<file path="src/rtl/twenty_bit_subtractor_reg_if.sv">
// rtl/twenty_bit_subtractor_reg_if.sv - operand/result bundle for the registered 20-bit subtractor (flags under TWENTY_BIT_SUBTRACTOR_FLAGS_EN)
interface twenty_bit_subtractor_reg_if;
   logic        in_valid;
   logic [19:0] i0;
   logic [19:0] i1;
   logic        bin;
   logic [19:0] d;
   logic        bout;
   logic        out_valid;
`ifdef TWENTY_BIT_SUBTRACTOR_FLAGS_EN
   logic        zero;
   logic        ovf;
`endif

   // operand source side
   modport master (
      output in_valid, i0, i1, bin,
`ifdef TWENTY_BIT_SUBTRACTOR_FLAGS_EN
      input  zero, ovf,
`endif
      input  d, bout, out_valid
   );

   // subtractor side
   modport slave (
      input  in_valid, i0, i1, bin,
`ifdef TWENTY_BIT_SUBTRACTOR_FLAGS_EN
      output zero, ovf,
`endif
      output d, bout, out_valid
   );
endinterface

</file>
<file path="src/rtl/twenty_bit_subtractor_reg.sv">
// rtl/twenty_bit_subtractor_reg.sv - registered 20-bit ripple-borrow subtractor d = i0 - i1 - bin (flags under TWENTY_BIT_SUBTRACTOR_FLAGS_EN)
module twenty_bit_subtractor_reg (
   input  logic                       clk,
   input  logic                       rst_n,
   twenty_bit_subtractor_reg_if.slave bus
);
   logic [19:0] diff;
   logic [20:0] br;
   logic        br_out;

   logic [19:0] d_d, d_q;
   logic        bout_d, bout_q;
   logic        out_valid_d, out_valid_q;
`ifdef TWENTY_BIT_SUBTRACTOR_FLAGS_EN
   logic        zero_d, zero_q;
   logic        ovf_d, ovf_q;
`endif

   // ripple chain of 20 one-bit full subtractors, borrow enters at bit 0
   always_comb begin
      br    = '0;
      diff  = '0;
      br[0] = bus.bin;
      for (int k = 0; k < 20; k++) begin
         diff[k]  = bus.i0[k] ^ bus.i1[k] ^ br[k];
         br[k+1]  = (~bus.i0[k] & bus.i1[k]) | (~(bus.i0[k] ^ bus.i1[k]) & br[k]);
      end
      br_out = br[20];
   end

   // capture on a valid pair, otherwise hold results; out_valid follows in_valid
   always_comb begin
      d_d         = d_q;
      bout_d      = bout_q;
      out_valid_d = bus.in_valid;
`ifdef TWENTY_BIT_SUBTRACTOR_FLAGS_EN
      zero_d      = zero_q;
      ovf_d       = ovf_q;
`endif
      if (bus.in_valid) begin
         d_d    = diff;
         bout_d = br_out;
`ifdef TWENTY_BIT_SUBTRACTOR_FLAGS_EN
         zero_d = (diff == 20'd0);
         // signed overflow: operands of opposite sign and result sign differs from minuend
         ovf_d  = (bus.i0[19] != bus.i1[19]) && (diff[19] != bus.i0[19]);
`endif
      end
   end

   // output registers, cleared immediately by reset (zero flag resets high since d = 0)
   always_ff @(posedge clk or negedge rst_n) begin
      if (!rst_n) begin
         d_q         <= '0;
         bout_q      <= 1'b0;
         out_valid_q <= 1'b0;
`ifdef TWENTY_BIT_SUBTRACTOR_FLAGS_EN
         zero_q      <= 1'b1;
         ovf_q       <= 1'b0;
`endif
      end else begin
         d_q         <= d_d;
         bout_q      <= bout_d;
         out_valid_q <= out_valid_d;
`ifdef TWENTY_BIT_SUBTRACTOR_FLAGS_EN
         zero_q      <= zero_d;
         ovf_q       <= ovf_d;
`endif
      end
   end

   assign bus.d         = d_q;
   assign bus.bout      = bout_q;
   assign bus.out_valid = out_valid_q;
`ifdef TWENTY_BIT_SUBTRACTOR_FLAGS_EN
   assign bus.zero      = zero_q;
   assign bus.ovf       = ovf_q;
`endif
endmodule

</file>
<file path="src/flat_wrapper.sv">
// flat-port wrapper written by rule: the top's interface ports become plain ports
module twenty_bit_subtractor_reg_flat 
  (clk, rst_n, bus_in_valid, bus_i0, bus_i1, bus_bin, bus_d, bus_bout, bus_out_valid);
  twenty_bit_subtractor_reg_if bus_i ();
  input  logic clk;
  input  logic rst_n;
  input wire logic [$bits(bus_i.in_valid)-1:0] bus_in_valid;
  input wire logic [$bits(bus_i.i0)-1:0] bus_i0;
  input wire logic [$bits(bus_i.i1)-1:0] bus_i1;
  input wire logic [$bits(bus_i.bin)-1:0] bus_bin;
  output wire logic [$bits(bus_i.d)-1:0] bus_d;
  output wire logic [$bits(bus_i.bout)-1:0] bus_bout;
  output wire logic [$bits(bus_i.out_valid)-1:0] bus_out_valid;
  assign bus_i.in_valid = bus_in_valid;
  assign bus_i.i0 = bus_i0;
  assign bus_i.i1 = bus_i1;
  assign bus_i.bin = bus_bin;
  assign bus_d = bus_i.d;
  assign bus_bout = bus_i.bout;
  assign bus_out_valid = bus_i.out_valid;
  twenty_bit_subtractor_reg u_core (.clk(clk), .rst_n(rst_n), .bus(bus_i));
endmodule
</file>
<file path="config.mk">
export PLATFORM = sky130hd
export DESIGN_NAME = twenty_bit_subtractor_reg_flat
export DESIGN_NICKNAME = d
export VERILOG_FILES = /design/src/rtl/twenty_bit_subtractor_reg_if.sv /design/src/rtl/twenty_bit_subtractor_reg.sv /design/src/flat_wrapper.sv
export SDC_FILE = /design/constraint.sdc
export NUM_CORES = 1
export LEC_CHECK = 0
export CAP_MARGIN = 20
export CORE_MARGIN = 5
export CORE_UTILIZATION = 40
export DETAILED_ROUTE_END_ITERATION = 7
export PLACE_DENSITY = 0.8
export SYNTH_ARGS = -nofsm -noshare
export SYNTH_HDL_FRONTEND = slang
export SYNTH_SLANG_ARGS = --single-unit
export TNS_END_PERCENT = 20
</file>
<file path="constraint.sdc">
create_clock -name clk -period 1 [get_ports clk]
set_clock_uncertainty 0.2 [all_clocks]
set_input_delay 0.3 -clock clk [delete_from_list [all_inputs] [get_ports clk]]
set_output_delay 0.3 -clock clk [all_outputs]
set_load 0.02 [all_outputs]
</file>
==> flow_summary_export.csv, run 1 <==
group,metric,value,unit
floorplanning,die_area,4690,sq um
timing,fmax,0.130,GHz
floorplanning,core,3310,sq um
setup_path,r2r-end,"u_core.bus.d[0]$_DFFE_PN0P_",
detailed_routing,antenna_left,0,
cts,worst_setup_hold_path_clk_slew,0.12,ns
synth,yosys.area.top_type_share,40.3,%
cts,cts_buffer_depth,2,
timing,layout_setup_ws,-6.70,ns
synth,netlist_top_cells_area,"dfrtp_1 40%, fa_1 29%, mux2i_1 13%, inv_1 11%, buf_12 2.9%",
power,irDropWorstVdd,0.643,mV
detailed_routing,vias,956,
layout,fin_cells,224,
cts,numCtsBuffers,3,
cts,cts_tree,"done",
layout,most-common-layout-cells,"37 x clkdlybuf4s50_1, 36 x inv_1, 22 x dfrtp_1",
setup_path,critPathKind,"input pin to flip-flop",
synth,synth.distinct_cells,9,
grt,grt_usage,14.4,%
cts,cts_hold_buf,0,
hold_path,holdCritPathClass,"input pin to asynchronous set/reset pin",
run_status,violations,"setup timing",
setup_path,crit_buf_inv,4,
power,p_per_area,1420,nW/um^2
setup_path,cp.required,1.00,ns
synth,synth_warnings,0,
setup_path,slowest_stage,"fa_2",
setup_path,worst_r2r_path_depth,1,
cts,clock_latency,0.30,ns
timing,fin_crit,7.70,ns
setup_path,timing.rr.start,"u_core.bus.d[0]$_DFFE_PN0P_",
grt,grt_pass1_wl,4840,microns
flow_run,drv_cap,0,
timing,hold_viol,0,
setup_path,regToRegSetupSlack,0,ns
timing,relSlewSlack,76.3,%
timing,whs,0.131,ns
detailed_routing,drc,0,
floorplanning,ios,66,
detailed_routing,finalWirelength,3120,microns
placed_design,hpwl,2650,microns
setup_path,cp_common_cell,"fa_2",
setup_path,path_max_fanout,1,
synth,synth_area,1370,sq um
timing,finalSetupViolations,43,
cts,clock-sinks,22,
floorplanning,initial_utilization,41.3,%
setup_path,cp-end-kind,"flip-flop",
placed_design,portBuffers,65,
run_status,status,"complete, but fails checks",
timing,maxSlewViolCount,0,
layout,final_common_cell,"clkdlybuf4s50_1",
synth,yosysSeqAreaShare,40.3,%
timing,worst_pin_slew,0.355,ns
timing,rsz0062_at_grt,"true",
synth,syn_inst,108,
setup_path,critical_path.top_delay_family,"adder cells",
layout,drive_gt1_share,34.3,%
power,p_total,3.03,mW
floorplanning,die_y,68.5,microns
placed_design,gp_congestion,0.652,
setup_path,critPathMaxStageDelay,0.41,ns
setup_path,arrival,7.70,ns
grt,antenna_found_initial,0,
layout,n_antenna_cell,0,
grt,grt_pass1_vias,1071,
placed_design,placed_cells,220,
cts,cts-root-buf,"clkbuf_4",
grt,gr-total-overflow,0,
synth,syn-num-nets,172,
detailed_routing,wire_per_inst,13.9,microns
setup_path,worstSetupStartpointType,"input pin",
grt,grt_max_degree,23,
layout,nNetsFinal,243,
floorplanning,die_x,68.5,microns
detailed_routing,dr.pass1.iters,3,
synth,syn_avg_cell_area,12.7,sq um
power,cellLeakagePower,1.06,nW
timing,fin_crit_sh,770,%
layout,area_growth,56.4,%
detailed_routing,drt_iter0_drc,9,
floorplanning,num_rows,21,
timing,setup_tns,-79.18,ns
synth,synth_area_leader_cell,"dfrtp_1",
detailed_routing,vias_per_cell,4.27,
cts,htree_levels,1,
synth,ys_seq_elements,22,
sequential cells by signal, indices dropped and copies added (netlist names):
| register | cells |
|---|---|
| u_core.bus.d | 20 |
| u_core.bus.bout | 1 |
| u_core.bus.out_valid | 1 |
routing by layer:
layer	up-vias	global-route usage, %	wire length, microns
met1	472	16.1	1120
li1	441	-	-
met3	4	3.45	298
met5	-	0	0
met4	0	4.47	17
met2	39	26.6	1690
cells in the mapped netlist, drive strengths merged:
master / number
nor2: 1
mux2: 2
mux2i: 18
fa: 20
inv: 41
buf: 3
dfrtp: 22
a21oi: 1
final cells by class:
type,count,area (sq um)
Clock buffer,4,36.3
Fill cell,274,1170
Inverter,41,171
Multi-Input combinational cell,42,673
Sequential cell,22,551
Tap cell,46,57.6
Timing Repair Buffer,69,649
metrics by stage:
| step | setup WS [ns] | instance area [sq um] | utilization (%) |
|---|---|---|---|
| 6_report | -6.70 | 2140 | 64.6 |
| 3_3_place_gp | -7.42 | 2140 | 64.8 |
| 5_1_grt | -6.86 | 2140 | 64.6 |
| 3_5_place_dp | -7.53 | 2140 | 64.8 |
| 2_1_floorplan | -6.66 | 1430 | - |
| 4_1_cts | -6.72 | 2090 | 63.2 |
cell families after synthesis:
logic type,synth area share (%)
AOI/OAI and AO/OA,0.366
adders and majority gates,29.3
buffers and inverters,15.0
DFF,40.3
muxes,14.8
and+or+nand+nor,0.274
worst max-delay path by stage:
stage / startpoint / to / slack (ns) / cells past startpoint
6_report: bus_bin / u_core.bus.d[19]$_DFFE_PN0P_ / -6.70 / 25
5_1_grt: bus_bin / u_core.bus.d[19]$_DFFE_PN0P_ / -6.86 / 25
4_1_cts: bus_bin / u_core.bus.d[19]$_DFFE_PN0P_ / -6.72 / 25
3_5_place_dp: bus_bin / u_core.bus.d[19]$_DFFE_PN0P_ / -7.53 / 25
3_3_place_gp: bus_bin / u_core.bus.d[19]$_DFFE_PN0P_ / -7.42 / 25
2_1_floorplan: bus_bin / u_core.bus.d[19]$_DFFE_PN0P_ / -6.66 / 24
what timing repair did:
action	CTS	global route
buffers inserted	0	0
endpoints found under the setup margin	44	43
gates resized for setup	118	14
pin swaps	1	0
power by group:
part           total (mW)  internal, mW  switching (mW)
sequential           1.21          1.09           0.121
combinational        1.33         0.654           0.675
clock               0.490         0.222           0.268
total                3.03          1.97            1.06
Note: power is estimated with default switching activity, not from simulation.
==> inputs of run 2 (changes only) <==
ABC_CLOCK_PERIOD_IN_PS = 1000   (was not set)
==> results of run 2 <==
Same layout as run 1: the final DEF is identical, and so are final timing and power.
==> inputs of run 3 (changes only) <==
CORE_UTILIZATION = 50   (was 40)
DONT_BUFFER_PORTS = 1   (was not set)
PLACE_DENSITY = 0.66   (was 0.8)
==> run 3 against run 2 <==
Effect of this change: the run ends with hold timing, setup timing left; setup slack better by 0.12 ns; maximum frequency up 1.6%; final cell count down 36%; sequential share of layout area up 11 points; die area down 17%; count of clock-buffer cells in the layout unchanged; via count down 26%; register-to-register slack worse by 0.03 ns; first-iteration DRC count up 22%; highest routed layer unchanged.
==> flow_summary_export.csv, run 3 (synthesis results as in run 1) <==
group,metric,value,unit
run_status,status,"complete, but fails checks",
run_status,violations,"hold timing, setup timing",
power,p_per_area,1640,nW/um^2
floorplanning,num_rows,19,
placed_design,gp_congestion,0.656,
cts,cts-root-buf,"clkbuf_4",
timing,hold_viol,22,
layout,area_growth,15.7,%
timing,finalSetupViolations,43,
placed_design,dp_slack,-6.93,ns
timing,worst_pin_slew,0.188,ns
placed_design,dpl_cell_area,1460,sq um
placed_design,portBuffers,0,
grt,grt_pass1_wl,4370,microns
cts,worst_setup_hold_path_clk_slew,0.12,ns
cts,clock-sinks,22,
floorplanning,core,2690,sq um
floorplanning,die_area,3880,sq um
cts,htree_levels,1,
detailed_routing,vias,703,
power,cellLeakagePower,0.772,nW
detailed_routing,drc,0,
setup_path,worst_r2r_path_depth,1,
floorplanning,initial_utilization,50.9,%
detailed_routing,drt_iter0_drc,11,
timing,fmax,0.132,GHz
cts,cts_buffer_depth,2,
layout,nNetsFinal,178,
cts,numCtsBuffers,3,
setup_path,worstSetupStartpointType,"input pin",
floorplanning,ios,66,
setup_path,cp-end-kind,"flip-flop",
flow_run,drv_cap,0,
timing,whs,-0.180,ns
detailed_routing,antenna_left,0,
detailed_routing,wire_per_inst,17.1,microns
timing,relSlewSlack,87.5,%
grt,grt_usage,14.0,%
detailed_routing,dr.pass1.iters,4,
detailed_routing,vias_per_cell,4.88,
grt,antenna_found_initial,0,
layout,n_antenna_cell,0,
floorplanning,die_x,62.3,microns
timing,layout_setup_ws,-6.57,ns
setup_path,arrival,7.57,ns
power,irDropWorstVdd,1.04,mV
layout,finalInstanceArea,1580,sq um
floorplanning,die_y,62.3,microns
layout,most-common-layout-cells,"37 x inv_1, 19 x fa_2, 19 x dfrtp_2",
power,p_total,2.60,mW
grt,gr-total-overflow,0,
timing,maxSlewViolCount,0,
timing,rsz0062_at_grt,"true",
setup_path,path_max_fanout,1,
layout,largest_reg_flops,20,
placed_design,hpwl,2030,microns
grt,grt_max_degree,24,
cts,cts_tree,"done",
timing,fin_crit,7.57,ns
setup_path,cp.required,1.00,ns
grt,grt_pass1_vias,910,
hold_path,holdCritPathClass,"input pin to flip-flop",
detailed_routing,finalWirelength,2460,microns
timing,fin_crit_sh,757,%
cts,clock_latency,0.30,ns
setup_path,critPathKind,"input pin to flip-flop",
layout,final_common_cell,"inv_1",
hold_path,whs_path_depth,0,
layout,drive_gt1_share,46.0,%
==> run 3: cell types whose count changed in the layout (fill, tap and decap cells not counted), moves of 2 or more <==
cell,delta
clkdlybuf4s50_1,-37
dfrtp_1,-19
dfrtp_2,+19
buf_2,-14
buf_6,-10
dlygate4sd2_1,-3
buf_4,-2
==> run 3: critical path: stages <==
cell and delay (ns):
clkinv_16 0.02, fa_2 0.18, inv_2 0.04, fa_2 0.34, fa_2 0.35, fa_2 0.35, fa_2 0.35, fa_2 0.35
fa_2 0.35, fa_2 0.35, fa_2 0.34, fa_2 0.35, fa_2 0.35, fa_2 0.35, fa_2 0.35, fa_2 0.36
fa_2 0.36, fa_2 0.35, fa_2 0.35, fa_2 0.35, fa_2 0.34, inv_2 0.07, fa_1 0.41, mux2_4 0.27
==> run 3: worst paths after layout <==
kind	endpoint	startpoint	slack, ns
max in group asynchronous	u_core.bus.d[14]$_DFFE_PN0P_	rst_n	0.24
max reg2reg	u_core.bus.d[0]$_DFFE_PN0P_	u_core.bus.d[0]$_DFFE_PN0P_	-0.03
min reg2reg	u_core.bus.d[19]$_DFFE_PN0P_	u_core.bus.d[19]$_DFFE_PN0P_	0.40
min	u_core.bus.out_valid$_DFF_PN0_	bus_in_valid	-0.18
max	u_core.bus.d[19]$_DFFE_PN0P_	bus_bin	-6.57
min in group asynchronous	u_core.bus.d[2]$_DFFE_PN0P_	rst_n	0.20
==> run 3: timing repair <==
action | CTS | global route
cloned | 0 | 0
hold endpoints to repair | 44 | 44
gates resized for setup | 20 | 6
setup endpoints to repair | 43 | 43
buffers inserted | 0 | 0
pin swaps | 1 | 0
==> run 3: cell type report <==
class                   instances  area, sq um
clock buffers                   4         36.3
well taps                      31         38.8
repair buffers                  4         70.1
flip-flops and latches         22          574
multi-input cells              42          671
fillers                       223         1100
inverters                      41          193
==> run 3: through the flow <==
stage | std cells | utilization (%) | setup TNS [ns]
2_1_floorplan | 108 | - | -72.82
3_3_place_gp | 138 | 54.4 | -74.72
3_5_place_dp | 138 | 54.4 | -75.98
4_1_cts | 142 | 56.7 | -75.50
5_1_grt | 144 | 58.9 | -77.40
6_report | 144 | 58.9 | -74.82
==> run 3: routing by layer <==
metal,global-route usage (%),wire length [microns],vias to the layer above
li1,-,-,309
met1,15.6,862,352
met2,25.0,1390,40
met3,3.60,190,2
met4,5.57,22,0
met5,0,0,-
==> run 3: where the power goes <==
part	switching (mW)	internal, mW
Clock	0.267	0.222
Sequential	0.388	1.13
Combinational	0.261	0.333
